### src/rtl/fpu_cmd_issuer_if.sv
// rtl/fpu_cmd_issuer_if.sv - host command, FPU and response signal bundle for fpu_cmd_issuer
interface fpu_cmd_issuer_if;
  logic       cmd_valid;
  logic       cmd_ready;
  logic [7:0] cmd_a;
  logic [7:0] cmd_b;
  logic [1:0] cmd_op;
  logic       cmd_rnd;
  logic       fp_start;
  logic [7:0] op_a;
  logic [7:0] op_b;
  logic [1:0] fp_operation;
  logic       fp_round_mode;
  logic       fp_done;
  logic [7:0] op_result;
  logic       fp_is_exception;
  logic [1:0] fp_exception;
  logic       rsp_valid;
  logic       rsp_ready;
  logic [7:0] rsp_result;
  logic       rsp_exc;
  logic [1:0] rsp_exc_code;
  logic       rsp_timeout;
  logic       busy;

  modport slave (
    input  cmd_valid, cmd_a, cmd_b, cmd_op, cmd_rnd,
    input  fp_done, op_result, fp_is_exception, fp_exception, rsp_ready,
    output cmd_ready, fp_start, op_a, op_b, fp_operation, fp_round_mode,
    output rsp_valid, rsp_result, rsp_exc, rsp_exc_code, rsp_timeout, busy
  );

  modport master (
    output cmd_valid, cmd_a, cmd_b, cmd_op, cmd_rnd,
    output fp_done, op_result, fp_is_exception, fp_exception, rsp_ready,
    input  cmd_ready, fp_start, op_a, op_b, fp_operation, fp_round_mode,
    input  rsp_valid, rsp_result, rsp_exc, rsp_exc_code, rsp_timeout, busy
  );
endinterface

### src/rtl/fpu_cmd_issuer.sv
// rtl/fpu_cmd_issuer.sv - queues FPU commands, issues them one at a time and returns responses
module fpu_cmd_issuer #(
  parameter int DEPTH   = 4,
  parameter int TIMEOUT = 15
) (
  input logic             clk,
  input logic             rst,
  fpu_cmd_issuer_if.slave bus
);
  localparam int AW = $clog2(DEPTH);
  localparam int CW = AW + 1;
  localparam int TW = (TIMEOUT > 1) ? $clog2(TIMEOUT + 1) : 1;
  localparam logic [CW-1:0] FULL = CW'(DEPTH);
  localparam logic [TW-1:0] TMAX = TW'(TIMEOUT);

  typedef enum logic [1:0] {
    S_IDLE  = 2'd0,
    S_ISSUE = 2'd1,
    S_WAIT  = 2'd2,
    S_RESP  = 2'd3
  } state_t;

  typedef struct packed {
    logic       rnd;
    logic [1:0] op;
    logic [7:0] b;
    logic [7:0] a;
  } cmd_t;

  state_t        state, state_nx;
  cmd_t          mem [DEPTH];
  cmd_t          head;
  logic [AW-1:0] wr_ptr, rd_ptr;
  logic [CW-1:0] count;
  logic [TW-1:0] timer;
  logic          push, pop, fifo_empty, cap_done, cap_timeout;

  cmd_t          op_q;
  logic [7:0]    rsp_result_q;
  logic          rsp_exc_q, rsp_timeout_q;
  logic [1:0]    rsp_code_q;

  assign fifo_empty    = (count == '0);
  // Ready is forced low during reset so nothing is accepted on the reset edge.
  assign bus.cmd_ready = ~rst & (count != FULL);
  assign push          = bus.cmd_valid & bus.cmd_ready;
  assign head          = mem[rd_ptr];

  assign bus.fp_start      = (state == S_ISSUE);
  assign bus.rsp_valid     = (state == S_RESP);
  assign bus.busy          = ~fifo_empty | (state != S_IDLE);
  assign bus.op_a          = op_q.a;
  assign bus.op_b          = op_q.b;
  assign bus.fp_operation  = op_q.op;
  assign bus.fp_round_mode = op_q.rnd;
  assign bus.rsp_result    = rsp_result_q;
  assign bus.rsp_exc       = rsp_exc_q;
  assign bus.rsp_exc_code  = rsp_code_q;
  assign bus.rsp_timeout   = rsp_timeout_q;

  always_comb begin
    state_nx    = state;
    pop         = 1'b0;
    cap_done    = 1'b0;
    cap_timeout = 1'b0;
    case (state)
      S_IDLE: begin
        if (!fifo_empty) begin
          pop      = 1'b1;
          state_nx = S_ISSUE;
        end
      end
      S_ISSUE: state_nx = S_WAIT;
      S_WAIT: begin
        // A completion on the last allowed cycle takes priority over the timeout.
        if (bus.fp_done) begin
          cap_done = 1'b1;
          state_nx = S_RESP;
        end else if (timer == TMAX) begin
          cap_timeout = 1'b1;
          state_nx    = S_RESP;
        end
      end
      default: begin
        if (bus.rsp_ready) begin
          if (!fifo_empty) begin
            pop      = 1'b1;
            state_nx = S_ISSUE;
          end else begin
            state_nx = S_IDLE;
          end
        end
      end
    endcase
  end

  always_ff @(posedge clk) begin
    if (push) mem[wr_ptr] <= {bus.cmd_rnd, bus.cmd_op, bus.cmd_b, bus.cmd_a};
  end

  always_ff @(posedge clk) begin
    if (rst) begin
      state         <= S_IDLE;
      wr_ptr        <= '0;
      rd_ptr        <= '0;
      count         <= '0;
      timer         <= '0;
      op_q          <= '0;
      rsp_result_q  <= '0;
      rsp_exc_q     <= 1'b0;
      rsp_code_q    <= '0;
      rsp_timeout_q <= 1'b0;
    end else begin
      state <= state_nx;
      if (push) wr_ptr <= wr_ptr + AW'(1);
      if (pop) begin
        rd_ptr <= rd_ptr + AW'(1);
        op_q   <= head;
      end
      case ({push, pop})
        2'b10:   count <= count + CW'(1);
        2'b01:   count <= count - CW'(1);
        default: ;
      endcase
      if (state == S_ISSUE)     timer <= '0;
      else if (state == S_WAIT) timer <= timer + TW'(1);
      if (cap_done) begin
        rsp_result_q  <= bus.op_result;
        rsp_exc_q     <= bus.fp_is_exception;
        rsp_code_q    <= bus.fp_exception;
        rsp_timeout_q <= 1'b0;
      end else if (cap_timeout) begin
        rsp_result_q  <= 8'h00;
        rsp_exc_q     <= 1'b1;
        rsp_code_q    <= 2'b11;
        rsp_timeout_q <= 1'b1;
      end
    end
  end
endmodule
### src/flat_wrapper.sv
// flat-port wrapper written by rule: the top's interface ports become plain ports
module fpu_cmd_issuer_flat 
#(
  parameter int DEPTH   = 4,
  parameter int TIMEOUT = 15
)
  (clk, rst, bus_cmd_valid, bus_cmd_a, bus_cmd_b, bus_cmd_op, bus_cmd_rnd, bus_fp_done, bus_op_result, bus_fp_is_exception, bus_fp_exception, bus_rsp_ready, bus_cmd_ready, bus_fp_start, bus_op_a, bus_op_b, bus_fp_operation, bus_fp_round_mode, bus_rsp_valid, bus_rsp_result, bus_rsp_exc, bus_rsp_exc_code, bus_rsp_timeout, bus_busy);
  fpu_cmd_issuer_if bus_i ();
  input logic clk;
  input logic rst;
  input wire logic [$bits(bus_i.cmd_valid)-1:0] bus_cmd_valid;
  input wire logic [$bits(bus_i.cmd_a)-1:0] bus_cmd_a;
  input wire logic [$bits(bus_i.cmd_b)-1:0] bus_cmd_b;
  input wire logic [$bits(bus_i.cmd_op)-1:0] bus_cmd_op;
  input wire logic [$bits(bus_i.cmd_rnd)-1:0] bus_cmd_rnd;
  input wire logic [$bits(bus_i.fp_done)-1:0] bus_fp_done;
  input wire logic [$bits(bus_i.op_result)-1:0] bus_op_result;
  input wire logic [$bits(bus_i.fp_is_exception)-1:0] bus_fp_is_exception;
  input wire logic [$bits(bus_i.fp_exception)-1:0] bus_fp_exception;
  input wire logic [$bits(bus_i.rsp_ready)-1:0] bus_rsp_ready;
  output wire logic [$bits(bus_i.cmd_ready)-1:0] bus_cmd_ready;
  output wire logic [$bits(bus_i.fp_start)-1:0] bus_fp_start;
  output wire logic [$bits(bus_i.op_a)-1:0] bus_op_a;
  output wire logic [$bits(bus_i.op_b)-1:0] bus_op_b;
  output wire logic [$bits(bus_i.fp_operation)-1:0] bus_fp_operation;
  output wire logic [$bits(bus_i.fp_round_mode)-1:0] bus_fp_round_mode;
  output wire logic [$bits(bus_i.rsp_valid)-1:0] bus_rsp_valid;
  output wire logic [$bits(bus_i.rsp_result)-1:0] bus_rsp_result;
  output wire logic [$bits(bus_i.rsp_exc)-1:0] bus_rsp_exc;
  output wire logic [$bits(bus_i.rsp_exc_code)-1:0] bus_rsp_exc_code;
  output wire logic [$bits(bus_i.rsp_timeout)-1:0] bus_rsp_timeout;
  output wire logic [$bits(bus_i.busy)-1:0] bus_busy;
  assign bus_i.cmd_valid = bus_cmd_valid;
  assign bus_i.cmd_a = bus_cmd_a;
  assign bus_i.cmd_b = bus_cmd_b;
  assign bus_i.cmd_op = bus_cmd_op;
  assign bus_i.cmd_rnd = bus_cmd_rnd;
  assign bus_i.fp_done = bus_fp_done;
  assign bus_i.op_result = bus_op_result;
  assign bus_i.fp_is_exception = bus_fp_is_exception;
  assign bus_i.fp_exception = bus_fp_exception;
  assign bus_i.rsp_ready = bus_rsp_ready;
  assign bus_cmd_ready = bus_i.cmd_ready;
  assign bus_fp_start = bus_i.fp_start;
  assign bus_op_a = bus_i.op_a;
  assign bus_op_b = bus_i.op_b;
  assign bus_fp_operation = bus_i.fp_operation;
  assign bus_fp_round_mode = bus_i.fp_round_mode;
  assign bus_rsp_valid = bus_i.rsp_valid;
  assign bus_rsp_result = bus_i.rsp_result;
  assign bus_rsp_exc = bus_i.rsp_exc;
  assign bus_rsp_exc_code = bus_i.rsp_exc_code;
  assign bus_rsp_timeout = bus_i.rsp_timeout;
  assign bus_busy = bus_i.busy;
  fpu_cmd_issuer #(.DEPTH(DEPTH), .TIMEOUT(TIMEOUT)) u_core (.clk(clk), .rst(rst), .bus(bus_i));
endmodule
### config.mk
export PLATFORM = sky130hd
export DESIGN_NAME = fpu_cmd_issuer_flat
export DESIGN_NICKNAME = d
export VERILOG_FILES = /design/src/rtl/fpu_cmd_issuer_if.sv /design/src/rtl/fpu_cmd_issuer.sv /design/src/flat_wrapper.sv
export SDC_FILE = /design/constraint.sdc
export NUM_CORES = 1
export LEC_CHECK = 0
export BUFFER_PORTS_ARGS = -buffer_cell sky130_fd_sc_hd__buf_2
export CAP_MARGIN = 5
export CELL_PAD_IN_SITES_DETAIL_PLACEMENT = 1
export CELL_PAD_IN_SITES_GLOBAL_PLACEMENT = 1
export CORE_ASPECT_RATIO = 1.2
export CORE_MARGIN = 2
export CORE_UTILIZATION = 30
export DETAILED_ROUTE_END_ITERATION = 8
export HOLD_SLACK_MARGIN = 0.08
export PLACE_DENSITY = 0.55
export SLEW_MARGIN = 30
export SYNTH_ARGS = -nofsm -noshare
export SYNTH_HDL_FRONTEND = slang
export SYNTH_SLANG_ARGS = --single-unit
### constraint.sdc
create_clock -name clk -period 2.8 [get_ports clk]
set_input_delay 0.14 -clock clk [delete_from_list [all_inputs] [get_ports clk]]
set_output_delay 0.14 -clock clk [all_outputs]
set_load 0.03 [all_outputs]
==> results.toml, run 1 <==
[status]
status = "finished, final reports clean"

[floorplanning]
core_area_um2 = 15510
die_height_um = 141.5
std_cell_rows = 50
pin_count = 70
die-area_um2 = 16770
fp.dieW_um = 118.5
initial_core_util_pct = 30.44

[setup_path]
crit_chain = "ha_1, mux2i_2, nor2_1, ha_1, inv_1, fa_1, xor2_1, or3_1, a21oi_1"
worstPathArrival_ns = 2.69
max_stage_delay_ns = 0.38
cpLargestDelayFamily = "adder cells"
reg2reg_from = "u_core.state[0]$_SDFFE_PP0P_"
end_kind = "register"
cp_common_cell = "ha_1"
path_max_fanout = 5
setup.worst_path.start_class = "register"
cp_num_cells = 9
rr_worst_depth = 9
cp.buffers_inverters = 1
critPathSlowestCell = "fa_1"
crit_path_start = "u_core.state[0]$_SDFFE_PP0P_"
crit_type = "register to register"
cp.required_ns = 3.14

[clock_tree]
cts-root-buf = "clkbuf_16"
path_clk_slew_ns = 0.05
cts_buffer_depth = 2
insertion_delay_ns = 0.42
cts_buffers = 17
cts_tree = "built"
cts_resized = 0
ctsHtreeMaxLevel = 4
clock_sinks = 120

[global_route]
grt.total_usage_pct = 14.09
grt_start_max_net_pins = 35
grt_pass1_vias = 3274
grt_pass1_wl_um = 17740
grt-ovfl-total = 0
antenna_found_initial = 0

[final_layout]
final_util_pct = 39.95
seqCellArea_um2 = 3163
multi_input_area_um2 = 1389
layout_common_cells = "edfxtp_1 (76), buf_2 (69), dfxtp_1 (44), dlygate4sd3_1 (31), a21oi_1 (21)"
area_growth_pct = 31.23
nFillCells = 1635
fin_area_um2 = 6198
diodes = 0
nets = 464
mostFrequentLayoutCell = "edfxtp_1"
drive_above_1_share_pct = 31.32

[synth]
synth-seq-cells = 120
synth-seq-area-share_pct = 66.97
ys_warn_count = 0
syn-num-nets = 353
synth_edf_count = 76
avgSynthCellArea_um2 = 15.39
ys_dominant_reg_cell = "edfxtp_1"
postSynthCellCount = 307
netlist_area_um2 = 4723
ys_types = 47
ys_async_sr_fraction_pct = 0

[hold_path]
min_path_type = "input pin to register"
min_from = "bus_cmd_valid"
worstHoldPathCells = 3

[routing]
num_vias = 2980
avgRoutedWirePerCell_um = 17.31
drt_wl_total_um = 11060
drtIter0Drc = 99
first_pass_iters = 4
postRouteAntennaNets = 0
drc = 0
vias_per_cell = 4.664

[place]
place_area_um2 = 5278
port_buffers = 69
finalWeightedCongestion = 0.7063
hpwlAfterDp_um = 6437

[sta]
fin_tns_setup_ns = 0
rsz0062_at_grt = "no"
timing.fmax_mhz = 425.0
max_slew_margin_pct = 60.05
tightest_slew_ns = 0.5992
period_share_pct = 84.04
min_period_ns = 2.353
clock_skew_ns = 0.009822
final-max-slew-violation-count = 0
setup_violations = 0
hold_viol = 0

[pwr]
vdd_drop_max_v = 0.0004943
power.density_nw_per_um2 = 1007
p_leak_nw = 2.295

[run]
maxCapViolCount = 0
[worst reg2reg max path, delay by kind of cell, from the launching register on]
family                     cells  cell delay, ns
and+or+nand+nor                2            0.49
adders and majority gates      3            0.88
AOI/OAI and AO/OA              1            0.16
xor gates and xnor gates       1            0.17
muxes                          1            0.19
DFF                            1            0.34
buffers and inverters          1            0.06
[cells by family (layout without fill, tap and decap cells)]
| family | count (synthesis) | after routing | synth area share [%] |
|---|---|---|---|
| compound gates | 62 | 62 | 8.239 |
| flops | 120 | 120 | 66.97 |
| fa+ha+maj | 11 | 11 | 3.073 |
| buf+inv | 30 | 154 | 3.708 |
| xor+xnor | 5 | 5 | 0.9271 |
| mux | 25 | 25 | 10.62 |
| simple gates | 54 | 54 | 6.464 |
[worst paths after layout]
path                                                 to  slack, ns
hold reg to reg   u_core.bus.rsp_result[5]$_SDFFE_PP0P_       0.47
setup / recovery           u_core.count[2]$_SDFFE_PP0P_       0.45
hold / removal            u_core.wr_ptr[0]$_SDFFE_PP0P_       0.16
setup reg to reg           u_core.count[2]$_SDFFE_PP0P_       0.45
[cell usage after synthesis, types with 2 or more instances]
| cell | n | area share, % |
|---|---|---|
| buf_6 | 4 | 0.95 |
| inv_1 | 11 | 0.87 |
| mux4_2 | 17 | 8.1 |
| xor2_1 | 4 | 0.74 |
| nand3_1 | 18 | 1.9 |
| ha_1 | 10 | 2.6 |
| mux4_1 | 2 | 1.1 |
| mux2i_1 | 4 | 0.85 |
| dfxtp_1 | 44 | 19 |
| a21oi_1 | 21 | 2.2 |
| and2_1 | 5 | 0.66 |
| o21ai_1 | 3 | 0.32 |
| clkbuf_2 | 2 | 0.21 |
| o221a_2 | 3 | 0.72 |
| nor2_1 | 9 | 0.72 |
| buf_2 | 8 | 0.85 |
| a22o_1 | 8 | 1.5 |
| edfxtp_1 | 76 | 48 |
| o21ai_0 | 18 | 1.9 |
| nor3_1 | 6 | 0.64 |
| nand2_1 | 6 | 0.48 |
| or3_1 | 3 | 0.40 |
[final cells by class]
cell class / instances / share of cell area [%]
flip-flops and latches: 120 / 51.03
multi-input cells: 157 / 22.41
repair buffers: 110 / 11.79
clock buffers: 19 / 6.984
well taps: 208 / 4.199
clock inverters: 13 / 2.866
inverters: 12 / 0.7267
[power by group]
part           internal (mW)  switching [mW]  total (mW)
Sequential              2.14           0.130        2.27
Clock                   1.48           0.779        2.26
Combinational          0.596            1.12        1.72
[state kept, by name, summed over array words and instances, names as in the netlist, 2 cells and up]
register / count
u_core.bus.fp_operation: 2
u_core.bus.op_a: 8
u_core.bus.op_b: 8
u_core.bus.rsp_exc_code: 2
u_core.bus.rsp_result: 8
u_core.count: 3
u_core.mem: 76
u_core.rd_ptr: 2
u_core.state: 2
u_core.timer: 4
u_core.wr_ptr: 2
[repair_timing]
action,CTS,global route
buffers inserted,0,0
hold buffers,31,0
hold endpoints to repair,88,0
[metal layers]
| layer | vias to the layer above | wire [µm] | global-route usage [%] |
|---|---|---|---|
| li1 | 1398 | - | - |
| met1 | 1490 | 4783 | 16.27 |
| met2 | 77 | 5631 | 24.71 |
| met3 | 15 | 431 | 3.296 |
| met4 | 0 | 217 | 6.579 |
| met5 | - | 0 | 0 |
[through the flow]
step	hold slack [ns]	worst slack, ns	total power [mW]	std cells
after global routing	0.1764	0.2053	6.547	639
after floorplan	0.2389	0.4570	3.517	307
final	0.1595	0.4470	6.244	639
after global placement	0.3521	0.5724	3.987	576
after CTS	0.1363	0.4577	6.340	639
after detailed placement	0.3612	0.4882	4.024	576
Note: power is estimated with default switching activity, not from simulation.
==> inputs of run 2 (changes only) <==
==> constraint.sdc (replaced) <==
create_clock -name clk -period 2.3 [get_ports clk]
set_input_delay 0.115 -clock clk [delete_from_list [all_inputs] [get_ports clk]]
set_output_delay 0.115 -clock clk [all_outputs]
set_load 0.03 [all_outputs]
==> run 2 against run 1 <==
  * Final area up 0.38%
  * Worst hold slack worse by 0.018 ns
  * Total power up 20%
  * Largest cell class unchanged
  * Flip-flop and latch count unchanged
  * Sequential share of layout area down 0.17 points
  * Via count up 1.0%
  * Global-route usage down 0.47 points
  * Sequential power up 22%
==> results.toml, run 2 (synthesized netlist as in run 1, its figures left out) <==
[sta]
rsz0062_at_grt = "no"
clock_skew_ns = 0.01429
min_period_ns = 2.162
tightest_slew_ns = 0.5198
final-max-slew-violation-count = 0
period_share_pct = 93.98
fin_tns_setup_ns = 0
hold_viol = 0
max_slew_margin_pct = 65.22
worst_slack_ns = 0.1384
setup_violations = 0
timing.fmax_mhz = 462.6

[floorplanning]
die_height_um = 141.5
die-area_um2 = 16770
std_cell_rows = 50
initial_core_util_pct = 30.44
fp.dieW_um = 118.5
core_area_um2 = 15510
pin_count = 70

[global_route]
met1_usage_pct = 15.58
grt.total_usage_pct = 13.61
use_met3_pct = 4.019
grt_pass1_wl_um = 17160
grt-ovfl-total = 0
grt_pass1_vias = 3181
grt.busiest_layer = "met2"
antenna_found_initial = 0
grt_start_max_net_pins = 35
met2_usage_pct = 23.47

[final_layout]
area_growth_pct = 31.74
layout_common_cells = "edfxtp_1 (76), buf_2 (69), dfxtp_1 (43), dlygate4sd3_1 (31), a21oi_1 (21)"
diodes = 0
nets = 469
fin_area_um2 = 6222
finalNonFillerCells = 644
drive_above_1_share_pct = 33.03
top_register = "u_core.mem"
largest_register_ffs = 76
mostFrequentLayoutCell = "edfxtp_1"

[clock_tree]
ctsHtreeMaxLevel = 4
insertion_delay_ns = 0.42
cts_buffers = 17
cts_tree = "built"
clock_sinks = 120
path_clk_slew_ns = 0.05
cts-root-buf = "clkbuf_16"
cts_buffer_depth = 2

[setup_path]
crit_type = "register to register"
cpLargestDelayFamily = "adder cells"
cp.buffers_inverters = 2
worstPathArrival_ns = 2.50
setup.worst_path.start_class = "register"
critPathSlowestCell = "dfxtp_1"
end_kind = "register"
max_stage_delay_ns = 0.35
cp.required_ns = 2.64
cp_common_cell = "inv_1"
path_max_fanout = 4
crit_chain = "inv_1, ha_1, mux2i_2, nor2_2, ha_2, inv_1, fa_2, xor2_1, or3_1, a21oi_1"

[place]
port_buffers = 69
hpwlAfterDp_um = 6726
finalWeightedCongestion = 0.7439
place_area_um2 = 5318
pre_cts_slack_ns = 0.08507
dp_cells = 581

[routing]
vias_per_cell = 4.674
drt_wl_total_um = 10940
drtIter0Drc = 114
first_pass_iters = 4
postRouteAntennaNets = 0
num_vias = 3010
drc = 0
avgRoutedWirePerCell_um = 16.99

[pwr]
vdd_drop_max_v = 0.0005350
power.density_nw_per_um2 = 1201
p_leak_nw = 2.299

[run]
maxCapViolCount = 0

[status]
status = "finished, final reports clean"

[hold_path]
min_path_type = "input pin to register"
[run 2: cell count changes in the layout (fill, tap and decap cells not counted), moves of 2 or more]
cell       delta
clkbuf_8      +2
buf_4         +5
ha_1          -2
clkbuf_1      +2
bufinv_16     -2
[run 2: power breakdown]
| part | switching, mW | internal [mW] |
|---|---|---|
| combinational | 1.37 | 0.789 |
| clock | 0.902 | 1.64 |
| sequential | 0.169 | 2.61 |
[run 2: final cells by class]
type                    count  area (µm²)
inverters                  12       45.04
clock inverters             9       101.3
well taps                 208       260.3
clock buffers              23       467.9
flip-flops and latches    120        3164
repair buffers            115       768.2
fillers                  1667        9293
multi-input cells         157        1415
[run 2: worst reg2reg max path, stage by stage (launching register included)]
cell	delay, ns
dfxtp_1	0.35
inv_1	0.09
ha_1	0.18
mux2i_2	0.09
nor2_2	0.15
ha_2	0.21
inv_1	0.06
fa_2	0.34
xor2_1	0.16
or3_1	0.31
a21oi_1	0.14
[run 2: path summary, 6_finish.rpt]
check                                         from                                    end  cells after the start  slack (ns)
max                   u_core.state[1]$_SDFFE_PP0P_           u_core.count[2]$_SDFFE_PP0P_                     10        0.14
min                                  bus_cmd_valid          u_core.wr_ptr[0]$_SDFFE_PP0P_                      3        0.14
min reg2reg  u_core.bus.rsp_result[3]$_SDFFE_PP0P_  u_core.bus.rsp_result[3]$_SDFFE_PP0P_                      1        0.47
max reg2reg           u_core.state[1]$_SDFFE_PP0P_           u_core.count[2]$_SDFFE_PP0P_                     10        0.14
[run 2: through the flow]
stage	power [mW]	utilization, %	hold WS (ns)
after global routing	7.853	40.10	0.1350
after CTS	7.568	39.94	0.1211
after global placement	4.908	34.27	0.3292
after detailed placement	4.938	34.27	0.3374
after floorplan	4.283	-	0.2139
final	7.475	40.10	0.1414
[run 2: timing repair]
item,4_1_cts,5_1_grt
hold buffers,31,0
resized for setup,0,6
setup buffers,0,0
setup endpoints to repair,0,1
hold endpoints to repair,88,0
[run 2: per-layer routing]
metal	share of wire, %	vias up
li1	-	1411
met1	42	1519
met2	52	68
met3	3.9	12
met4	1.7	0
met5	0	-
==> inputs of run 3 (changes only) <==
--- a/config.mk
+++ b/config.mk
@@ -5,7 +5,6 @@
 export SDC_FILE = /design/constraint.sdc
 export NUM_CORES = 1
 export LEC_CHECK = 0
-export BUFFER_PORTS_ARGS = -buffer_cell sky130_fd_sc_hd__buf_2
 export CAP_MARGIN = 5
 export CELL_PAD_IN_SITES_DETAIL_PLACEMENT = 1
 export CELL_PAD_IN_SITES_GLOBAL_PLACEMENT = 1
@@ -13,8 +12,9 @@
 export CORE_MARGIN = 2
 export CORE_UTILIZATION = 30
 export DETAILED_ROUTE_END_ITERATION = 8
+export DONT_BUFFER_PORTS = 1
 export HOLD_SLACK_MARGIN = 0.08
-export PLACE_DENSITY = 0.55
+export PLACE_DENSITY = 0.5
 export SLEW_MARGIN = 30
 export SYNTH_ARGS = -nofsm -noshare
 export SYNTH_HDL_FRONTEND = slang
==> run 3 against run 2 <==
  * Via count fell by 6.9%
  * Clock skew fell by 0.0067 ns
  * Sequential power rose by 13%
  * Clock-buffer cell count fell by 3
  * Critical path depth fell by 1
  * Final area fell by 3.7%
  * Non-clock buffer count fell by 63
  * Combinational power fell by 23%
  * Worst hold slack got worse by 0.040 ns
  * First-iteration DRC count fell by 0.88%
  * Highest routed layer unchanged
==> results.toml, run 3 (synthesized netlist as in run 1, its figures left out) <==
[place]
dp_cells = 509
hpwlAfterDp_um = 6486
port_buffers = 0
finalWeightedCongestion = 0.6469
pre_cts_slack_ns = 0.04586

[final_layout]
largest_register_ffs = 76
seqCellArea_um2 = 3166
nFillCells = 1634
mostFrequentLayoutCell = "edfxtp_1"
nets = 406
finalNonFillerCells = 581
top_register = "u_core.mem"
drive_above_1_share_pct = 21.98
multi_input_area_um2 = 1405
area_growth_pct = 26.83
layout_common_cells = "edfxtp_1 (76), dfxtp_1 (42), dlygate4sd3_1 (37), a21oi_1 (21)"
diodes = 0

[sta]
clock_skew_ns = 0.007582
tightest_slew_ns = 0.6070
final-max-slew-violation-count = 0
min_period_ns = 2.211
setup_violations = 0
period_share_pct = 96.15
fin_tns_setup_ns = 0
timing.fmax_mhz = 452.2
hold_viol = 0
max_slew_margin_pct = 59.38
worst_slack_ns = 0.08852

[setup_path]
crit_path_start = "u_core.state[0]$_SDFFE_PP0P_"
cp_num_cells = 9
cp-endpoint = "u_core.count[2]$_SDFFE_PP0P_"
rr_worst_depth = 9
worstPathArrival_ns = 2.54
crit_type = "register to register"
cp.buffers_inverters = 1
rr_endpoint = "u_core.count[2]$_SDFFE_PP0P_"
cp_common_cell = "ha_2"
max_stage_delay_ns = 0.37
crit_chain = "ha_2, mux2i_2, nor2_2, ha_2, inv_1, fa_1, xor2_1, or3_1, a21oi_1"
end_kind = "register"
reg2reg_from = "u_core.state[0]$_SDFFE_PP0P_"
path_max_fanout = 4
setup.worst_path.start_class = "register"
cpLargestDelayFamily = "adder cells"
cp.required_ns = 2.63
rrSetupSlack_ns = 0.09
critPathSlowestCell = "fa_1"

[floorplanning]
die-area_um2 = 16770
std_cell_rows = 50
fp.dieW_um = 118.5
pin_count = 70
initial_core_util_pct = 30.44
core_area_um2 = 15510
die_height_um = 141.5

[routing]
top_layer_used = "met4"
drc = 0
num_vias = 2801
wl_met2_um = 5698
first_pass_iters = 4
drtIter0Drc = 113
drt_wl_total_um = 10930
met1_length_um = 4473
avgRoutedWirePerCell_um = 18.81
wl_met3_um = 597
vias_per_cell = 4.821
postRouteAntennaNets = 0

[global_route]
grt.total_usage_pct = 14.09
grt_start_max_net_pins = 34
grt_pass1_wl_um = 17410
grt_pass1_vias = 3048
antenna_found_initial = 0
grt-ovfl-total = 0

[pwr]
finalPower_mw = 7.495
vdd_drop_max_v = 0.0005090
power.density_nw_per_um2 = 1251
p_leak_nw = 2.043

[clock_tree]
clock_sinks = 120
insertion_delay_ns = 0.42
path_clk_slew_ns = 0.05
cts-root-buf = "clkbuf_16"
cts_buffer_depth = 2
ctsHtreeMaxLevel = 4
cts_tree = "built"
cts_buffers = 17

[status]
status = "finished, final reports clean"

[hold_path]
min_path_type = "input pin to register"

[run]
maxCapViolCount = 0
[run 3: cell count changes in the layout (fill, tap and decap cells not counted), moves of 2 or more]
| cell | delta |
|---|---|
| buf_2 | -69 |
| clkinv_4 | +2 |
| dlygate4sd3_1 | +6 |
| inv_2 | +2 |
| ha_2 | +2 |
| buf_12 | +2 |
| inv_1 | -2 |
| clkbuf_1 | -3 |
| buf_4 | -2 |
[run 3: per-stage QoR]
stage	util (%)	instance area [µm²]	hold WS [ns]
after detailed placement	31.98	4962	0.1909
after global routing	38.61	5991	0.1090
final	38.61	5991	0.1010
after global placement	31.98	4962	0.1886
after floorplan	-	4726	0.2139
after CTS	38.41	5959	0.09419
[run 3: worst min path at each step]
stage                     depth (start not counted)  slack (ns)          start                               endpoint
after floorplan                                   0        0.21   bus_cmd_a[0]             u_core.mem[0][0]$_DFFE_PP_
after global placement                            1        0.19            rst  u_core.bus.fp_round_mode$_SDFFE_PP0P_
after detailed placement                          1        0.19            rst  u_core.bus.fp_round_mode$_SDFFE_PP0P_
after CTS                                         3        0.09  bus_rsp_ready           u_core.state[1]$_SDFFE_PP0P_
after global routing                              3        0.11  bus_rsp_ready          u_core.rd_ptr[1]$_SDFFE_PP0P_
final                                             3        0.10  bus_rsp_ready          u_core.rd_ptr[1]$_SDFFE_PP0P_
[run 3: area by class of cell]
| class | instances | area share (%) |
|---|---|---|
| Clock buffer | 20 | 7.623 |
| Clock inverter | 12 | 2.506 |
| Inverter | 12 | 0.7519 |
| Multi-Input combinational cell | 157 | 23.45 |
| Sequential cell | 120 | 52.84 |
| Tap cell | 208 | 4.344 |
| Timing Repair Buffer | 52 | 8.480 |
[run 3: repair_timing]
item / in CTS / in global routing
setup endpoints to repair: 0 / 1
hold endpoints to repair: 119 / 0
setup buffers: 0 / 2
resized for setup: 0 / 8
hold buffers: 38 / 0
[run 3: where the power goes]
group	switching (mW)	internal, mW
Combinational	0.988	0.683
Clock	0.944	1.75
Sequential	0.520	2.61
[run 3: layer usage]
metal / GRT usage (%) / vias to the layer above
met5: 0 / -
met4: 5.827 / 0
met3: 5.748 / 11
met2: 24.41 / 65
met1: 15.27 / 1434
li1: - / 1291
[run 3: worst register-to-register path, cell delays in order (launching register included)]
cell and delay (ns):
dfxtp_1 0.35, ha_2 0.21, mux2i_2 0.16, nor2_2 0.15
ha_2 0.19, inv_1 0.05, fa_1 0.37, xor2_1 0.16
or3_1 0.32, a21oi_1 0.17
